<file path="config.mk">
export PLATFORM = sky130hd
export DESIGN_NAME = spike_event_encoder
export DESIGN_NICKNAME = d
export VERILOG_FILES = /design/src/rtl/neuron_pkg.sv /design/src/rtl/spike_event_fifo.sv /design/src/rtl/spike_event_encoder.sv
export SDC_FILE = /design/constraint.sdc
export NUM_CORES = 1
export LEC_CHECK = 0
export CAP_MARGIN = 10
export CORE_MARGIN = 2
export CORE_UTILIZATION = 50
export CTS_CLUSTER_SIZE = 20
export DETAILED_ROUTE_END_ITERATION = 10
export DONT_BUFFER_PORTS = 1
export PLACE_DENSITY = 0.69
export SYNTH_ARGS = -nofsm -noshare
export SYNTH_HDL_FRONTEND = slang
export SYNTH_SLANG_ARGS = --single-unit
</file>
<file path="constraint.sdc">
create_clock -name clk -period 10.5 [get_ports clk]
set_clock_uncertainty 0.2 [all_clocks]
set_input_delay 0.525 -clock clk [delete_from_list [all_inputs] [get_ports clk]]
set_output_delay 0.525 -clock clk [all_outputs]
set_load 0.02 [all_outputs]
</file>
<file path="src/rtl/neuron_pkg.sv">
// Shared Q3.12 constants and encoder state type for the neuron core blocks.
package neuron_pkg;
  localparam int INT_W = 3;
  localparam int FRC_W = 12;
  localparam int W     = 1 + INT_W + FRC_W;

  localparam logic signed [W-1:0] V_TH_HALF = 16'sh0800;
  localparam logic signed [W-1:0] V_ZERO    = 16'sh0000;

  typedef enum logic [1:0] {HYST, ARMED, REFRAC} enc_state_t;
endpackage

</file>
<file path="src/rtl/spike_event_fifo.sv">
// Event queue: registered storage, pointers with an extra wrap bit, registered count.
module spike_event_fifo #(
  parameter int WIDTH = 32,
  parameter int DEPTH = 8
) (
  input  logic                     clk,
  input  logic                     rst,
  input  logic                     push,
  input  logic                     pop,
  input  logic [WIDTH-1:0]         din,
  output logic [WIDTH-1:0]         dout,
  output logic [$clog2(DEPTH):0]   count,
  output logic                     full,
  output logic                     empty
);
  localparam int AW = $clog2(DEPTH);

  logic [WIDTH-1:0] mem [DEPTH];
  logic [AW:0]      wr_ptr, rd_ptr;
  logic             do_push, do_pop;

  assign empty   = (wr_ptr == rd_ptr);
  assign full    = (wr_ptr[AW] != rd_ptr[AW]) && (wr_ptr[AW-1:0] == rd_ptr[AW-1:0]);
  assign do_pop  = pop && !empty;
  // A pop in the same cycle frees the slot the push lands in.
  assign do_push = push && (!full || do_pop);
  assign dout    = mem[rd_ptr[AW-1:0]];

  always_ff @(posedge clk or posedge rst) begin
    if (rst) begin
      wr_ptr <= '0;
      rd_ptr <= '0;
      count  <= '0;
    end else begin
      if (do_push) wr_ptr <= wr_ptr + 1'b1;
      if (do_pop)  rd_ptr <= rd_ptr + 1'b1;
      case ({do_push, do_pop})
        2'b10:   count <= count + 1'b1;
        2'b01:   count <= count - 1'b1;
        default: count <= count;
      endcase
    end
  end

  always_ff @(posedge clk) begin
    if (do_push) mem[wr_ptr[AW-1:0]] <= din;
  end
endmodule

</file>
<file path="src/rtl/spike_event_encoder.sv">
// Threshold-crossing spike detector with refractory/hysteresis gating and a timestamped event queue.
// Optional saturating spike counter enabled by defining SPIKE_COUNT_EN.
module spike_event_encoder
  import neuron_pkg::*;
#(
  parameter int                    W      = 16,
  parameter int                    TS_W   = 16,
  parameter int                    DEPTH  = 8,
  parameter logic signed [W-1:0]   V_TH   = V_TH_HALF,
  parameter logic signed [W-1:0]   V_LO   = V_ZERO,
  parameter int                    REFRAC = 8
) (
  input  logic                     clk,
  input  logic                     rst,
  input  logic                     v_valid,
  input  logic signed [W-1:0]      v,
  input  logic                     clr,
  output logic                     ev_valid,
  input  logic                     ev_ready,
  output logic [TS_W-1:0]          ev_ts,
  output logic [W-1:0]             ev_v,
  output logic                     ev_overflow,
  output logic [$clog2(DEPTH):0]   fifo_count,
  output logic [15:0]              spike_count
);
  localparam int RC_W = (REFRAC > 0) ? $clog2(REFRAC + 1) : 1;

  enc_state_t        state, state_nx;
  logic [RC_W-1:0]   rcnt, rcnt_nx;
  logic [TS_W-1:0]   ts;
  logic              fire, pop, full, empty, drop;
  logic [TS_W+W-1:0] head;

  always_ff @(posedge clk or posedge rst) begin
    if (rst) begin
      state <= HYST;
      rcnt  <= '0;
      ts    <= '0;
    end else begin
      state <= state_nx;
      rcnt  <= rcnt_nx;
      if (v_valid) ts <= ts + 1'b1;
    end
  end

  always_comb begin
    state_nx = state;
    rcnt_nx  = rcnt;
    fire     = 1'b0;
    if (v_valid) begin
      unique case (state)
        HYST:  if (v <= V_LO) state_nx = ARMED;
        ARMED: if (v >= V_TH) begin
          fire = 1'b1;
          if (REFRAC == 0) state_nx = HYST;
          else begin
            state_nx = neuron_pkg::REFRAC;
            rcnt_nx  = RC_W'(REFRAC);
          end
        end
        neuron_pkg::REFRAC: begin
          rcnt_nx = rcnt - 1'b1;
          if (rcnt == RC_W'(1)) state_nx = HYST;
        end
        default: state_nx = HYST;
      endcase
    end
  end

  assign pop  = ev_valid && ev_ready;
  assign drop = fire && full && !pop;

  spike_event_fifo #(.WIDTH(TS_W + W), .DEPTH(DEPTH)) u_fifo (
    .clk   (clk),
    .rst   (rst),
    .push  (fire),
    .pop   (pop),
    .din   ({ts, v}),
    .dout  (head),
    .count (fifo_count),
    .full  (full),
    .empty (empty)
  );

  // Storage is not reset, so the head is masked to zero while the queue is empty.
  assign ev_valid = !empty;
  assign ev_ts    = empty ? '0 : head[TS_W+W-1:W];
  assign ev_v     = empty ? '0 : head[W-1:0];

  always_ff @(posedge clk or posedge rst) begin
    if (rst)       ev_overflow <= 1'b0;
    else if (drop) ev_overflow <= 1'b1;
    else if (clr)  ev_overflow <= 1'b0;
  end

`ifdef SPIKE_COUNT_EN
  logic [15:0] sc;
  always_ff @(posedge clk or posedge rst) begin
    if (rst)                         sc <= '0;
    else if (clr)                    sc <= '0;
    else if (fire && sc != 16'hFFFF) sc <= sc + 1'b1;
  end
  assign spike_count = sc;
`else
  assign spike_count = '0;
`endif
endmodule

</file>
==> results.cfg, run 1 <==
[run_status]
status = finished, final reports clean

[global_routing]
antenna_found_initial = 0
grt_first_pass_wirelength_um = 33700
overflow = 0
grt_usage = 0.183
grt_max_degree = 68
grt_pass1_vias = 5573

[yosys]
synth_area_per_cell_sq_um = 19.7
yosysTopAreaCell = edfxtp_1
netlist.area_leader.share = 0.660
synthTopCellsByArea = edfxtp_1 66%, mux4_2 12%, dfrtp_1 7.5%
syn_area_sq_mm = 0.0116
ys_ff_latch = 291
synth-edff-count = 256
yosys_warnings = 0
yosysMostFrequentCell = edfxtp_1
async_flop_share = 0.120
netlist_instances = 590
ys_types = 44
ys_top_cells_by_count = 256 x edfxtp_1, 64 x mux4_2, 41 x nor2_1
ys_seq_area_frac = 0.736
synth_flop_cell = edfxtp_1

[critical_path]
max_stage_delay_ns = 0.80
cp_cell_sequence = buf_4 > mux4_2 > mux2i_1 > nor2_1
slowest_stage = dfrtp_4
arrival_ns = 3.17
path_class = flop to primary output
startpoint = u_fifo.rd_ptr[0]
cp_top_family = multiplexers
start_kind = flop
cp_num_buf_inv = 1
worst_ep_required_time_ns = 9.78
r2r-start = u_fifo.rd_ptr[0]
critPathMaxFanout = 42
worstSetupEndpointType = primary output

[cts]
ctsLongestPathBuffers = 3
clk_pin_slew_ns = 0.06
root_buffer = clkbuf_16
postCtsResizedCells = 0
h-tree-depth = 1
cts_sinks = 291
tritoncts = built
clk_latency_ns = 0.53
cts_made_buffers = 29

[pwr]
combPwrFrac = 0.282
p_int_uw = 2350
p_leak_uw = 0.00454
p_per_area_mw_per_mm2 = 264
seqPwrFrac = 0.434
p_switching_uw = 1120
power_uw = 3470
clkPwrFrac = 0.283
switching_share = 0.323
vdd_drop_max_mv = 0.129

[detailed_routing]
routedWlPerCell_um = 22.5
num_vias = 5332
drt_wl_total_um = 21700
firstDrtPassIters = 4
drcViolationCount = 0
routed_via_density = 5.54
ant_nets = 0
drt_iter0_drc = 412

[placed_design]
hpwl_um = 11600
io_buffer_count = 0
gp_congestion = 0.731

[layout]
multi_input_area_sq_mm = 0.00290
n_antenna_cell = 0
syn_to_final_growth_pct = 12.7
regArea_sq_mm = 0.00857
fill_cells = 1649
final_core_util = 0.576
fin_nets = 657
drive_above_1_share = 0.218

[timing]
drv_slew = 0
hold_viol = 0
finalSetupViolCount = 0
setup_tns_ns = 0
max_freq_mhz = 257
rsz0062_at_grt = no
relSlewSlack = 0.337
worst_pin_slew_ns = 0.994
min_period_over_period = 0.371
fin_crit_ns = 3.89

[die]
pin_count = 75
coreArea_sq_mm = 0.0228
initial_utilization = 0.511
fp-row-count = 55
die_area_sq_mm = 0.0245
die_width_um = 157
die_h_um = 157

[job]
drv_cap = 0

[hold_path]
hold_class = input port to flop
hold_path.startpoint = ev_ready
[layout make-up]
| class | count | area share |
|---|---|---|
| clock buffers | 45 | 0.0652 |
| clock inverters | 8 | 0.00515 |
| inverters | 7 | 0.00200 |
| multi-input cells | 264 | 0.221 |
| flip-flops and latches | 291 | 0.653 |
| well taps | 313 | 0.0298 |
| repair buffers | 35 | 0.0236 |
[worst paths after layout]
kind | end | slack [ns] | cells past startpoint
max in group asynchronous | u_fifo.rd_ptr[0] | 9.38 | 3
min reg2reg | u_fifo.rd_ptr[3] | 0.29 | 1
min | u_fifo.rd_ptr[2] | 0.05 | 3
max | ev_ts[14] | 6.61 | 4
max reg2reg | u_fifo.count[2] | 7.04 | 10
min in group asynchronous | ts[2] | 0.35 | 3
[stage by stage]
step / hold WS (ns) / cells / setup WS [ns] / area [sq um]
finish: 0.0470 / 963 / 6.61 / 13100
global route: 0.0534 / 963 / 6.31 / 13100
CTS: 0.0308 / 963 / 6.47 / 13100
detailed placement: 0.281 / 891 / 7.03 / 12000
global placement: 0.281 / 891 / 7.02 / 12000
floorplan: 0.261 / 605 / 5.05 / 11700
[power groups by stage]
stage	clock, uW	combinational (uW)	sequential, uW
global placement	0	967	1520
detailed placement	0	985	1530
floorplan	0	864	1460
global route	1040	1070	1520
CTS	999	1000	1510
finish	982	978	1510
[repair_timing]
action	in CTS	in global routing
hold buffers	19	0
setup endpoints to repair	0	0
endpoints found under the hold margin	171	0
buffers inserted	0	0
[cell families after synthesis]
kind of cell    after synthesis  synth area share
compound gates               14           0.00882
xor+xnor                     32            0.0247
fa+ha+maj                     8           0.00860
buf+inv                      50            0.0239
flops                       291             0.736
mux                         100             0.156
other cells                   1          0.000322
simple gates                 94            0.0425
[tightest hold or removal path, cell delays in order]
cell	delay, ns
nand2_1	0.04
nor2_1	0.04
xor2_1	0.13
[cells in the final DEF, fill, tap and decap left out, types with 3 or more instances in the layout]
| cell type | n |
|---|---|
| mux2i_1 | 32 |
| clkinv_2 | 6 |
| inv_1 | 7 |
| clkbuf_8 | 7 |
| xnor2_1 | 19 |
| mux4_2 | 64 |
| nand3_1 | 5 |
| nor3b_1 | 3 |
| nand2_1 | 12 |
| and3_1 | 6 |
| xor2_1 | 12 |
| dlygate4sd3_1 | 19 |
| buf_4 | 16 |
| ha_1 | 8 |
| nor2_1 | 39 |
| conb_1 | 16 |
| nand4_1 | 5 |
| dfrtp_1 | 32 |
| nand3b_1 | 3 |
| clkbuf_1 | 9 |
| clkbuf_16 | 29 |
| edfxtp_1 | 256 |
| o21ai_0 | 4 |
| nor4b_2 | 3 |
| nor4_1 | 4 |
[state kept, by name, summed over array words and instances, names as in the netlist]
name,count
u_fifo.mem,256
ts,16
rcnt,4
u_fifo.count,4
u_fifo.rd_ptr,4
u_fifo.wr_ptr,4
state,2
ev_overflow,1
[routing by layer]
layer	wire, um	GRT usage	share of wire
met4	277	0.0367	0.013
met5	0	0	0
met3	1190	0.0313	0.055
met1	9450	0.259	0.44
met2	10700	0.305	0.50
Power figures use the tool's default switching activity.
==> run 2, diff against run 1 <==
--- a/config.mk
+++ b/config.mk
@@ -11,7 +11,7 @@
 export CTS_CLUSTER_SIZE = 20
 export DETAILED_ROUTE_END_ITERATION = 10
 export DONT_BUFFER_PORTS = 1
-export PLACE_DENSITY = 0.69
+export PLACE_DENSITY = 0.72
 export SYNTH_ARGS = -nofsm -noshare
 export SYNTH_HDL_FRONTEND = slang
 export SYNTH_SLANG_ARGS = --single-unit
==> constraint.sdc (replaced) <==
create_clock -name clk -period 3.3 [get_ports clk]
set_clock_uncertainty 0.2 [all_clocks]
set_input_delay 0.165 -clock clk [delete_from_list [all_inputs] [get_ports clk]]
set_output_delay 0.165 -clock clk [all_outputs]
set_load 0.02 [all_outputs]
==> run 2 against run 1 <==
  * Global-route usage is 0.34 points lower
  * Die area is the same
  * Combinational power rose to 3.4 times the previous value
  * Utilization grew 0.79 points
  * Critical path depth did not move
  * Largest power group unchanged
==> results.cfg, run 2 (synthesized netlist as in run 1, its figures left out) <==
[layout]
fin_area_sq_mm = 0.0133
largest_reg_flops = 256
regArea_sq_mm = 0.00857
final_cell_mix = 256 x edfxtp_1, 64 x mux4_2, 39 x nor2_1
fill_cells = 1632
multi_input_area_sq_mm = 0.00294
fin_nets = 663
stdcell_count = 969
layout_commonest_cell = edfxtp_1
drive_above_1_share = 0.221
n_antenna_cell = 0
syn_to_final_growth_pct = 14.3

[timing]
finalSetupViolCount = 0
setup_tns_ns = 0
hold_viol = 0
drv_slew = 0
min_period_over_period = 0.883
max_freq_mhz = 343
fin_crit_ns = 2.91
rsz0062_at_grt = no
relSlewSlack = 0.341
worst_pin_slew_ns = 0.989
finalWorstSetupSlack_ns = 0.388

[placed_design]
pre_cts_ws_ns = 0.552
hpwl_um = 11900
dp_cells = 895
gp_congestion = 0.770
io_buffer_count = 0
place_area_sq_mm = 0.0121

[global_routing]
grt_first_pass_wirelength_um = 33200
antenna_found_initial = 0
grt_usage = 0.180
overflow = 0
grt_pass1_vias = 5795
grt_max_degree = 68

[critical_path]
worstSetupEndpointType = primary output
start_kind = flop
arrival_ns = 2.55
critPathMaxFanout = 67
path_class = flop to primary output
worst_ep_required_time_ns = 2.93

[cts]
postCtsResizedCells = 0
clk_latency_ns = 0.53
cts_setup_buffers = 0
tritoncts = built
ctsLongestPathBuffers = 3
cts_sinks = 291
cts_made_buffers = 29
h-tree-depth = 1
clk_pin_slew_ns = 0.06
root_buffer = clkbuf_16

[detailed_routing]
routed_via_density = 5.67
ant_nets = 0
drcViolationCount = 0
num_vias = 5499
drt_wl_total_um = 21400
firstDrtPassIters = 4
drt_iter0_drc = 354
routedWlPerCell_um = 22.1

[pwr]
p_per_area_mw_per_mm2 = 851
vdd_drop_max_mv = 0.664
p_leak_uw = 0.00462

[die]
pin_count = 75
die_h_um = 157
coreArea_sq_mm = 0.0228
fp-row-count = 55
initial_utilization = 0.511
die_width_um = 157
die_area_sq_mm = 0.0245

[hold_path]
hold_class = input port to asynchronous set/reset pin

[job]
drv_cap = 0

[run_status]
status = finished, final reports clean
==> run 2: worst max-delay path: stages (launching register included) <==
cell	delay, ns
dfrtp_2	0.36
buf_4	0.75
mux4_2	0.36
mux2i_1	0.12
nor2_1	0.38
==> run 2: stage by stage <==
step           power [uW]  utilization  hold slack (ns)
5_1_grt             11800        0.584           0.0144
6_report            11300        0.584           0.0126
2_1_floorplan        7400            -           0.0589
3_3_place_gp         8010        0.532          0.00286
4_1_cts             11500        0.584          0.00211
3_5_place_dp         8110        0.532           0.0155
==> run 2: routing by layer <==
metal,up-vias,global-route usage,share of wire
met3,33,0.0263,0.049
met5,-,0,0
li1,2405,-,-
met4,0,0.0481,0.019
met1,2926,0.239,0.41
met2,135,0.313,0.52
==> run 2: where the power goes <==
| group | internal [uW] | leakage, uW | total, uW | switching [uW] |
|---|---|---|---|---|
| Clock | 2010 | 0.000472 | 3310 | 1310 |
| Combinational | 1320 | 0.00132 | 3340 | 2020 |
| Sequential | 4360 | 0.00283 | 4660 | 305 |
==> run 2: area by class of cell <==
class,count,share of cell area
sequential,291,0.644
multi-input combinational,264,0.221
clock buffer,35,0.0563
timing repair buffer,41,0.0299
tap,313,0.0294
clock inverter,18,0.0170
inverter,7,0.00198
==> run 2: final timing paths <==
check | from | end | cells after the start | slack (ns)
hold / removal | rst | ts[14] | 2 | 0.01
hold reg to reg | u_fifo.rd_ptr[3] | u_fifo.rd_ptr[3] | 1 | 0.29
min in group clk | v[13] | state[0] | 5 | 0.02
setup / recovery | u_fifo.rd_ptr[1] | ev_ts[14] | 4 | 0.39
setup reg to reg | u_fifo.rd_ptr[0] | u_fifo.count[2] | 10 | 0.53
max in group asynchronous | rst | u_fifo.rd_ptr[0] | 3 | 2.10
==> run 2: repair_timing <==
action | CTS | global route
endpoints found under the setup margin | 0 | 0
hold buffers | 21 | 0
endpoints found under the hold margin | 163 | 0
